<file path="config.mk">
export PLATFORM = sky130hd
export DESIGN_NAME = text_console_writer
export DESIGN_NICKNAME = d
export VERILOG_FILES = /design/src/rtl/text_mode_pkg.sv /design/src/rtl/text_cursor.sv /design/src/rtl/text_console_writer.sv
export SDC_FILE = /design/constraint.sdc
export NUM_CORES = 1
export LEC_CHECK = 0
export BUFFER_PORTS_ARGS = -buffer_cell sky130_fd_sc_hd__buf_2
export CAP_MARGIN = 20
export CORE_MARGIN = 8
export CORE_UTILIZATION = 48
export DETAILED_ROUTE_END_ITERATION = 8
export HOLD_SLACK_MARGIN = 0.05
export PLACE_DENSITY = 0.7
export SLEW_MARGIN = 20
export SYNTH_ARGS = -nofsm -noshare
export SYNTH_HDL_FRONTEND = slang
export SYNTH_SLANG_ARGS = --single-unit
</file>
<file path="constraint.sdc">
create_clock -name clk -period 6.02 [get_ports clk]
set_input_delay 1.505 -clock clk [delete_from_list [all_inputs] [get_ports clk]]
set_output_delay 1.505 -clock clk [all_outputs]
set_load 0.01 [all_outputs]
</file>
<file path="src/rtl/text_mode_pkg.sv">
// Shared text-mode definitions: screen geometry, RAM address packing,
// control codes, attribute fields and writer/cursor enums.
package text_mode_pkg;

    localparam int unsigned TEXT_COLS = 80;
    localparam int unsigned TEXT_ROWS = 25;
    localparam int unsigned COL_W     = 7;
    localparam int unsigned ROW_W     = 5;
    localparam int unsigned ADDR_W    = ROW_W + COL_W;
    localparam int unsigned CHAR_W    = 8;

    localparam logic [CHAR_W-1:0] CC_BS      = 8'h08;
    localparam logic [CHAR_W-1:0] CC_LF      = 8'h0A;
    localparam logic [CHAR_W-1:0] CC_FF      = 8'h0C;
    localparam logic [CHAR_W-1:0] CC_CR      = 8'h0D;
    localparam logic [CHAR_W-1:0] BLANK_CHAR = 8'h20;

    // Attribute byte: {fg_intensity, fg_rgb[2:0], bg_intensity, bg_rgb[2:0]}
    localparam int unsigned ATTR_FG_I      = 7;
    localparam int unsigned ATTR_FG_RGB_HI = 6;
    localparam int unsigned ATTR_FG_RGB_LO = 4;
    localparam int unsigned ATTR_BG_I      = 3;
    localparam int unsigned ATTR_BG_RGB_HI = 2;
    localparam int unsigned ATTR_BG_RGB_LO = 0;

    typedef struct packed {
        logic [CHAR_W-1:0] ch;
        logic [CHAR_W-1:0] attr;
    } text_cell_t;

    typedef enum logic [1:0] {
        ST_IDLE,
        ST_CLEAR_LINE,
        ST_CLEAR_SCREEN
    } writer_state_e;

    typedef enum logic [2:0] {
        CUR_NONE,
        CUR_ADVANCE,
        CUR_CR,
        CUR_BS,
        CUR_LF,
        CUR_HOME
    } cursor_op_e;

    function automatic logic [ADDR_W-1:0] pack_addr(input logic [ROW_W-1:0] row,
                                                     input logic [COL_W-1:0] col);
        return {row, col};
    endfunction

endpackage

</file>
<file path="src/rtl/text_cursor.sv">
// Cursor column/row counters with advance, CR, BS, LF and home operations.
module text_cursor
    import text_mode_pkg::*;
#(
    parameter int unsigned COLS = TEXT_COLS,
    parameter int unsigned ROWS = TEXT_ROWS
) (
    input  logic             clk,
    input  logic             rst_n,
    input  cursor_op_e       op,
    output logic [COL_W-1:0] col,
    output logic [ROW_W-1:0] row,
    output logic             eol_c,
    output logic [ROW_W-1:0] next_row_c
);

    localparam logic [COL_W-1:0] COL_LAST = COL_W'(COLS - 1);
    localparam logic [ROW_W-1:0] ROW_LAST = ROW_W'(ROWS - 1);

    // Row a line feed or end-of-line advance moves to; last row wraps to the top.
    always_comb begin
        eol_c      = (col == COL_LAST);
        next_row_c = (row == ROW_LAST) ? '0 : row + ROW_W'(1);
    end

    always_ff @(posedge clk or negedge rst_n) begin
        if (!rst_n) begin
            col <= '0;
            row <= '0;
        end else begin
            case (op)
                CUR_ADVANCE: begin
                    if (eol_c) begin
                        col <= '0;
                        row <= next_row_c;
                    end else begin
                        col <= col + COL_W'(1);
                    end
                end
                CUR_CR: col <= '0;
                CUR_BS: begin
                    if (col != '0) begin
                        col <= col - COL_W'(1);
                    end
                end
                CUR_LF: begin
                    col <= '0;
                    row <= next_row_c;
                end
                CUR_HOME: begin
                    col <= '0;
                    row <= '0;
                end
                default: ;
            endcase
        end
    end

endmodule

</file>
<file path="src/rtl/text_console_writer.sv">
// Character-stream writer for the text-mode screen/colour RAMs: handles
// printable characters, BS/LF/CR/FF, cursor tracking and blank fills.
module text_console_writer #(
    parameter int unsigned COLS           = 80,
    parameter int unsigned ROWS           = 25,
    parameter logic [7:0]  BLANK          = 8'h20,
    parameter logic [7:0]  DEFAULT_ATTR   = 8'h70,
    parameter bit          CLEAR_ON_RESET = 1'b1
) (
    input  logic        clk,
    input  logic        rst_n,
    input  logic        char_valid,
    output logic        char_ready,
    input  logic [7:0]  char_data,
    input  logic [7:0]  char_attr,
    output logic [11:0] wr_addr,
    output logic [7:0]  scr_data,
    output logic        scr_wren,
    output logic [7:0]  col_data,
    output logic        col_wren,
    output logic [6:0]  cursor_x,
    output logic [4:0]  cursor_y,
    output logic        busy
);

    import text_mode_pkg::*;

    localparam logic [COL_W-1:0] COL_LAST = COL_W'(COLS - 1);
    localparam logic [ROW_W-1:0] ROW_LAST = ROW_W'(ROWS - 1);
    localparam writer_state_e    ST_RESET = CLEAR_ON_RESET ? ST_CLEAR_SCREEN : ST_IDLE;

    writer_state_e     state, state_nxt;
    logic [ROW_W-1:0]  clr_row, clr_row_nxt;
    logic [COL_W-1:0]  clr_col, clr_col_nxt;
    logic [7:0]        clear_attr, clear_attr_nxt;
    logic [ADDR_W-1:0] addr_nxt;
    text_cell_t        cell_nxt;
    logic              wren_nxt;

    cursor_op_e        cur_op;
    logic              cur_eol_c;
    logic [ROW_W-1:0]  cur_next_row_c;

    text_cursor #(
        .COLS (COLS),
        .ROWS (ROWS)
    ) u_cursor (
        .clk        (clk),
        .rst_n      (rst_n),
        .op         (cur_op),
        .col        (cursor_x),
        .row        (cursor_y),
        .eol_c      (cur_eol_c),
        .next_row_c (cur_next_row_c)
    );

    assign char_ready = (state == ST_IDLE);
    assign busy       = (state != ST_IDLE);

    always_ff @(posedge clk or negedge rst_n) begin
        if (!rst_n) begin
            state      <= ST_RESET;
            clr_row    <= '0;
            clr_col    <= '0;
            clear_attr <= DEFAULT_ATTR;
            wr_addr    <= '0;
            scr_data   <= '0;
            col_data   <= '0;
            scr_wren   <= 1'b0;
            col_wren   <= 1'b0;
        end else begin
            state      <= state_nxt;
            clr_row    <= clr_row_nxt;
            clr_col    <= clr_col_nxt;
            clear_attr <= clear_attr_nxt;
            wr_addr    <= addr_nxt;
            scr_data   <= cell_nxt.ch;
            col_data   <= cell_nxt.attr;
            scr_wren   <= wren_nxt;
            col_wren   <= wren_nxt;
        end
    end

    always_comb begin
        state_nxt      = state;
        clr_row_nxt    = clr_row;
        clr_col_nxt    = clr_col;
        clear_attr_nxt = clear_attr;
        addr_nxt       = wr_addr;
        cell_nxt       = '{ch: scr_data, attr: col_data};
        wren_nxt       = 1'b0;
        cur_op         = CUR_NONE;

        unique case (state)
            ST_IDLE: begin
                if (char_valid) begin
                    clear_attr_nxt = char_attr;
                    case (char_data)
                        CC_BS: cur_op = CUR_BS;
                        CC_CR: cur_op = CUR_CR;
                        CC_LF: begin
                            cur_op      = CUR_LF;
                            state_nxt   = ST_CLEAR_LINE;
                            clr_row_nxt = cur_next_row_c;
                            clr_col_nxt = '0;
                        end
                        CC_FF: begin
                            cur_op      = CUR_HOME;
                            state_nxt   = ST_CLEAR_SCREEN;
                            clr_row_nxt = '0;
                            clr_col_nxt = '0;
                        end
                        default: begin
                            // Write at the pre-advance cursor, then step it.
                            cur_op   = CUR_ADVANCE;
                            wren_nxt = 1'b1;
                            addr_nxt = pack_addr(cursor_y, cursor_x);
                            cell_nxt = '{ch: char_data, attr: char_attr};
                            if (cur_eol_c) begin
                                state_nxt   = ST_CLEAR_LINE;
                                clr_row_nxt = cur_next_row_c;
                                clr_col_nxt = '0;
                            end
                        end
                    endcase
                end
            end
            ST_CLEAR_LINE, ST_CLEAR_SCREEN: begin
                wren_nxt = 1'b1;
                addr_nxt = pack_addr(clr_row, clr_col);
                cell_nxt = '{ch: BLANK, attr: clear_attr};
                // Row-major sweep; a line clear ends at its last column.
                if (clr_col == COL_LAST) begin
                    clr_col_nxt = '0;
                    if (state == ST_CLEAR_LINE || clr_row == ROW_LAST) begin
                        state_nxt = ST_IDLE;
                    end else begin
                        clr_row_nxt = clr_row + ROW_W'(1);
                    end
                end else begin
                    clr_col_nxt = clr_col + COL_W'(1);
                end
            end
            default: state_nxt = ST_IDLE;
        endcase
    end

endmodule

</file>
---- After elaboration in Yosys (flattened, before gate mapping) ----
Index checks and enable logic that the tools add are counted.
storage, ports and cells
  register bits ........................... 63
  bits of input ports ..................... 19
  output and inout bits ................... 44
  logic and storage cells ................. 93
cells by class
  add/sub/neg operators ................... 5
  equality and inequality tests ........... 25
  mux-type cells .......................... 34
  reductions and logical operators ........ 19
operator list
  cell                 number
  $mux 7               5
  $eq 8x4->1 const B   4
  $mux 16              2
  $pmux 16 s2          1
  $pmux 5 s3           2
  $pmux 7 s2           2
  $mux 5               5
  $mux 12              2
  $pmux 12 s2          1
  $pmux 7 s3           1
  $add 7x1->7 const B  2
  $eq 7x7->1 const B   2
  $ne 2x2->1 const B   7
  $pmux 3 s4           1
  $add 5x1->5 const B  2
  $eq 5x5->1 const B   2
  $pmux 5 s2           1
  $mux 2               4
  $reduce_bool 7->1    1
  $sub 7x1->7 const B  1
  $eq 3x2->1 const B   2
  $eq 3x3->1 const B   2
  $mux 3               2
  $pmux 2 s3           1
  21 further kinds     28

---- Longest topological paths before layout ----
  word-level depth ........................ 8
  mapped depth ............................ 8

---- Modules after synthesis ----
From an unflattened synthesis, not the netlist that was laid out.
unflattened totals
  cells, all modules ...................... 369
  area, all modules ....................... 3903.7 um^2
by module, submodules not included
  module               times used  cells an instance  area each (um^2)
  text_console_writer  1           262                3007.9
  text_cursor          1           107                895.9

---- Worst setup path after synthesis ----
Ideal clock, no wire load.
  path type ............................... input port to flip-flop
  start point ............................. in char_data[4]
  end point ............................... reg clr_row[2]
  data arrival time ....................... 3.088 ns
  data required time ...................... 5.940 ns
  slack ................................... 2.852 ns
  stages on the path ...................... 5
  path buffers ............................ 0
  cell sequence ........................... nor4_4 nand4b_4 a211o_1 or4_1 o211ai_2
between the ends
  longest elaborated chain between the ends .. 5
  elaborated cells between the ends (all ways) .. 11
ends and longest elaborated chain
  item                       line                       text
  from (decl)                text_console_writer.sv:14  input logic [7:0] char_data,
  $eq 8x4->1                 text_console_writer.sv:98  case (char_data)
  $reduce_or 2->1 (no line)  n/a
  $pmux 5 s3                 text_console_writer.sv:98
  $mux 5                     text_console_writer.sv:96  if (char_valid) begin
  $pmux 5 s2                 text_console_writer.sv:94  unique case (state)
  to (signal assigned)       text_console_writer.sv:73  clr_row <= clr_row_nxt;
  to (decl)                  text_console_writer.sv:33  logic [ROW_W-1:0] clr_row, clr_row_nxt;
Parallel ways exist; a longest one is shown, timed or not. The select of a mux whose other input is x is not followed.
A chain may end at the register's enable or synchronous reset.

---- Worst setup path in the final report ----
Same ends and word-level chain as after synthesis.

==> flow_summary.yaml <==
global_route:
  grtUsageTotal_pct: 17.6
  grt_pass1_vias: 2933
  antenna_found_initial: 0
  grt_start_max_net_pins: 64
  grt_first_pass_wirelength_mm: 14.5
  overflow: 0
routing:
  ant_nets: 0
  wirelength_mm: 8.67
  drcViolationCount: 0
  avgRoutedWirePerCell_um: 15.9
  drtIter0Drc: 190
  vias: 3005
  viasPerCell: 5.50
  drtPass1Iterations: 4
layout:
  drive_gt1_share_pct: 21.3
  final_cell_mix: "84 x nand2_1, 62 x buf_2, 59 x dfrtp_1"
  nets: 472
  stdcell_count: 546
  design_area_mm2: 0.00415
  diodes: 0
  layout_commonest_cell: "nand2_1"
  synthToLayoutAreaGrowth_pct: 16.3
  fillerInstances: 664
worst_hold_path:
  hold_path_class: "reg -> reg"
  hold_start: "clear_attr[6]"
  whs_path_depth: 2
critical_path:
  slowest_stage: "or4_1"
  worstPathArrival_ns: 3.44
  worstSetupStartpointType: "input pin"
  worstPathMaxFanout: 9
  reg2regPathDepth: 7
  r2r_slack_ns: 3.34
  path_class: "in -> reg"
  critPathRequiredTime_ns: 6.29
  cp-end-kind: "flop"
  r2r-start: "state[0]"
  cpPeakStageDelay_ns: 0.56
  critPathLaunch: "char_data[4]"
  path_cells: "buf_2, nor4_4, nand4b_4, a211o_1, or4_1, o211ai_2"
run_status:
  outcome: "complete, no violations"
pwr:
  p_switching_w: 0.000861
  combPwrFrac_pct: 46.4
  power-per-cell-area_mw_per_mm2: 483
  swShare_pct: 42.9
  irDropWorstVdd_v: 0.000311
  p_int_w: 0.00115
  seqPwrFrac_pct: 36.2
  clock_power_share_pct: 17.3
  p_leak_nw: 1.97
sta:
  fin_ws_ns: 2.85
  period_share_pct: 52.7
  rsz0062_at_grt: "no"
  min_period_ns: 3.17
  hold_viol_final: 0
  max_freq_ghz: 0.315
  setup_violations: 0
  relSlewSlack_pct: 46.5
  worst_pin_slew_ns: 0.803
  slew_viol_final: 0
  finalSetupTns_ns: 0
  fin_hold_ws_ns: 0.465
  clock_skew_ns: 0.00632
yosys:
  synth_nets: 416
  synthSimpleGateAreaFrac_pct: 20.8
  syn-cell-area_mm2: 0.00357
  synth_xor_area_share_pct: 0.736
  synthFlopType: "dfrtp_1"
  synthArstFlopShare_pct: 100
  synth_edf_count: 0
  syn_inst: 386
  synth_mux_area_share_pct: 7.64
  synth_top_family_by_area: "simple AND/OR/NAND/NOR gates"
  synth_compound_area_share_pct: 18.5
  synth_seq_cells: 63
  synth-adder-area-share_pct: 3.85
  synth_cell_type_count: 62
  syn_avg_cell_area_um2: 9.25
  ys_seq_area_share_pct: 44.3
  synth-warning-count: 0
clock_network:
  clockRootBuffer: "clkbuf_8"
  ctsHoldBuffers: 0
  clk_pin_slew_ns: 0.07
  clk_path_buf_depth: 2
  cts_tree: "yes"
  cts_buffers: 9
  post_cts_buffers: 0
  clock_latency_ns: 0.34
  cts.repair.resized: 0
  h-tree-depth: 3
  clock_sinks: 63
place:
  pre_cts_ws_ns: 2.36
  place_area_mm2: 0.00395
  dpl.hpwl_mm: 6.14
  dp.cells: 529
  portBuffers: 62
  gp_congestion: 0.868
die:
  io_pins: 63
  floorplan.initialDensity_pct: 49.5
  num_rows: 31
  core_mm2: 0.00721
  die_area_mm2: 0.0105
  die_w_um: 102
  die_y_um: 102
run:
  max_cap_violations: 0
[cell families after synthesis]
kind of cell | after synthesis
muxes | 27
and+or+nand+nor | 150
DFF | 63
buffers and inverters | 37
adders and majority gates | 11
xor gates and xnor gates | 3
AOI/OAI and AO/OA | 95
[synthesized netlist by cell type (all sizes together) (3+ instances only)]
cell | instances | area share (%)
mux2i | 25 | 7.0
a31oi | 6 | 1.1
dfrtp | 59 | 41
ha | 11 | 3.9
nand4 | 4 | 0.88
and3 | 5 | 0.88
o211ai | 4 | 0.98
nor2 | 15 | 1.6
nand3 | 13 | 1.8
nand2 | 84 | 8.8
a22oi | 3 | 0.63
a21oi | 7 | 0.98
o31ai | 4 | 0.84
a41o | 3 | 0.84
inv | 17 | 1.8
nor2b | 4 | 0.70
nor3 | 4 | 0.56
buf | 6 | 0.95
a41oi | 3 | 0.74
o21ai | 38 | 5.3
dfstp | 4 | 2.9
nor4 | 4 | 1.5
a22o | 8 | 2.0
or4 | 3 | 0.63
clkbuf | 14 | 1.5
[worst max-delay path, delay by kind of cell]
family                 cells  cell delay (ns)
AOI/OAI and AO/OA          2             0.51
buffers and inverters      1             0.12
and+or+nand+nor            3             1.30
[flip-flops by register name, summed over array words and instances (netlist names)]
register,flops
wr_addr,12
clear_attr,8
col_data,8
scr_data,8
clr_col,7
u_cursor.col,7
clr_row,5
u_cursor.row,5
state,2
col_wren,1
[through the flow]
| step | utilization (%) | power (W) |
|---|---|---|
| global route | 57.6 | 0.00217 |
| finish | 57.6 | 0.00201 |
| CTS | 57.3 | 0.00202 |
| floorplan | - | 0.00137 |
| detailed placement | 54.7 | 0.00166 |
| global placement | 54.7 | 0.00163 |
[final cells by class]
type | count | area (um^2) | share of cell area [%]
clock buffers | 14 | 173 | 4.16
well taps | 99 | 124 | 2.98
clock inverters | 2 | 15.0 | 0.361
multi-input cells | 286 | 1850 | 44.6
repair buffers | 65 | 345 | 8.31
inverters | 17 | 63.8 | 1.54
flip-flops and latches | 63 | 1580 | 38.1
[final timing paths]
check,to
worst max-delay path,clr_row[2]
worst min-delay path,clear_attr[6]
worst max register to register,u_cursor.col[6]
worst min register to register,clear_attr[6]
max in group asynchronous,clear_attr[7]
min in group asynchronous,col_data[6]
[power by group through the flow]
stage               combinational [W]  clock (W)  sequential [W]
floorplan                    0.000629          0        0.000743
global placement             0.000903          0        0.000729
detailed placement           0.000927          0        0.000735
CTS                          0.000930   0.000359        0.000727
global route                  0.00104   0.000377        0.000751
finish                       0.000932   0.000348        0.000727
[routing by layer]
| layer | up-vias | global-route usage (%) | wire, um |
|---|---|---|---|
| met1 | 1412 | 23.3 | 3950 |
| met4 | 0 | 5.30 | 51 |
| li1 | 1497 | - | - |
| met3 | 4 | 5.52 | 678 |
| met2 | 92 | 26.8 | 3990 |
| met5 | - | 0 | 0 |
(Power assumes the default switching activity.)
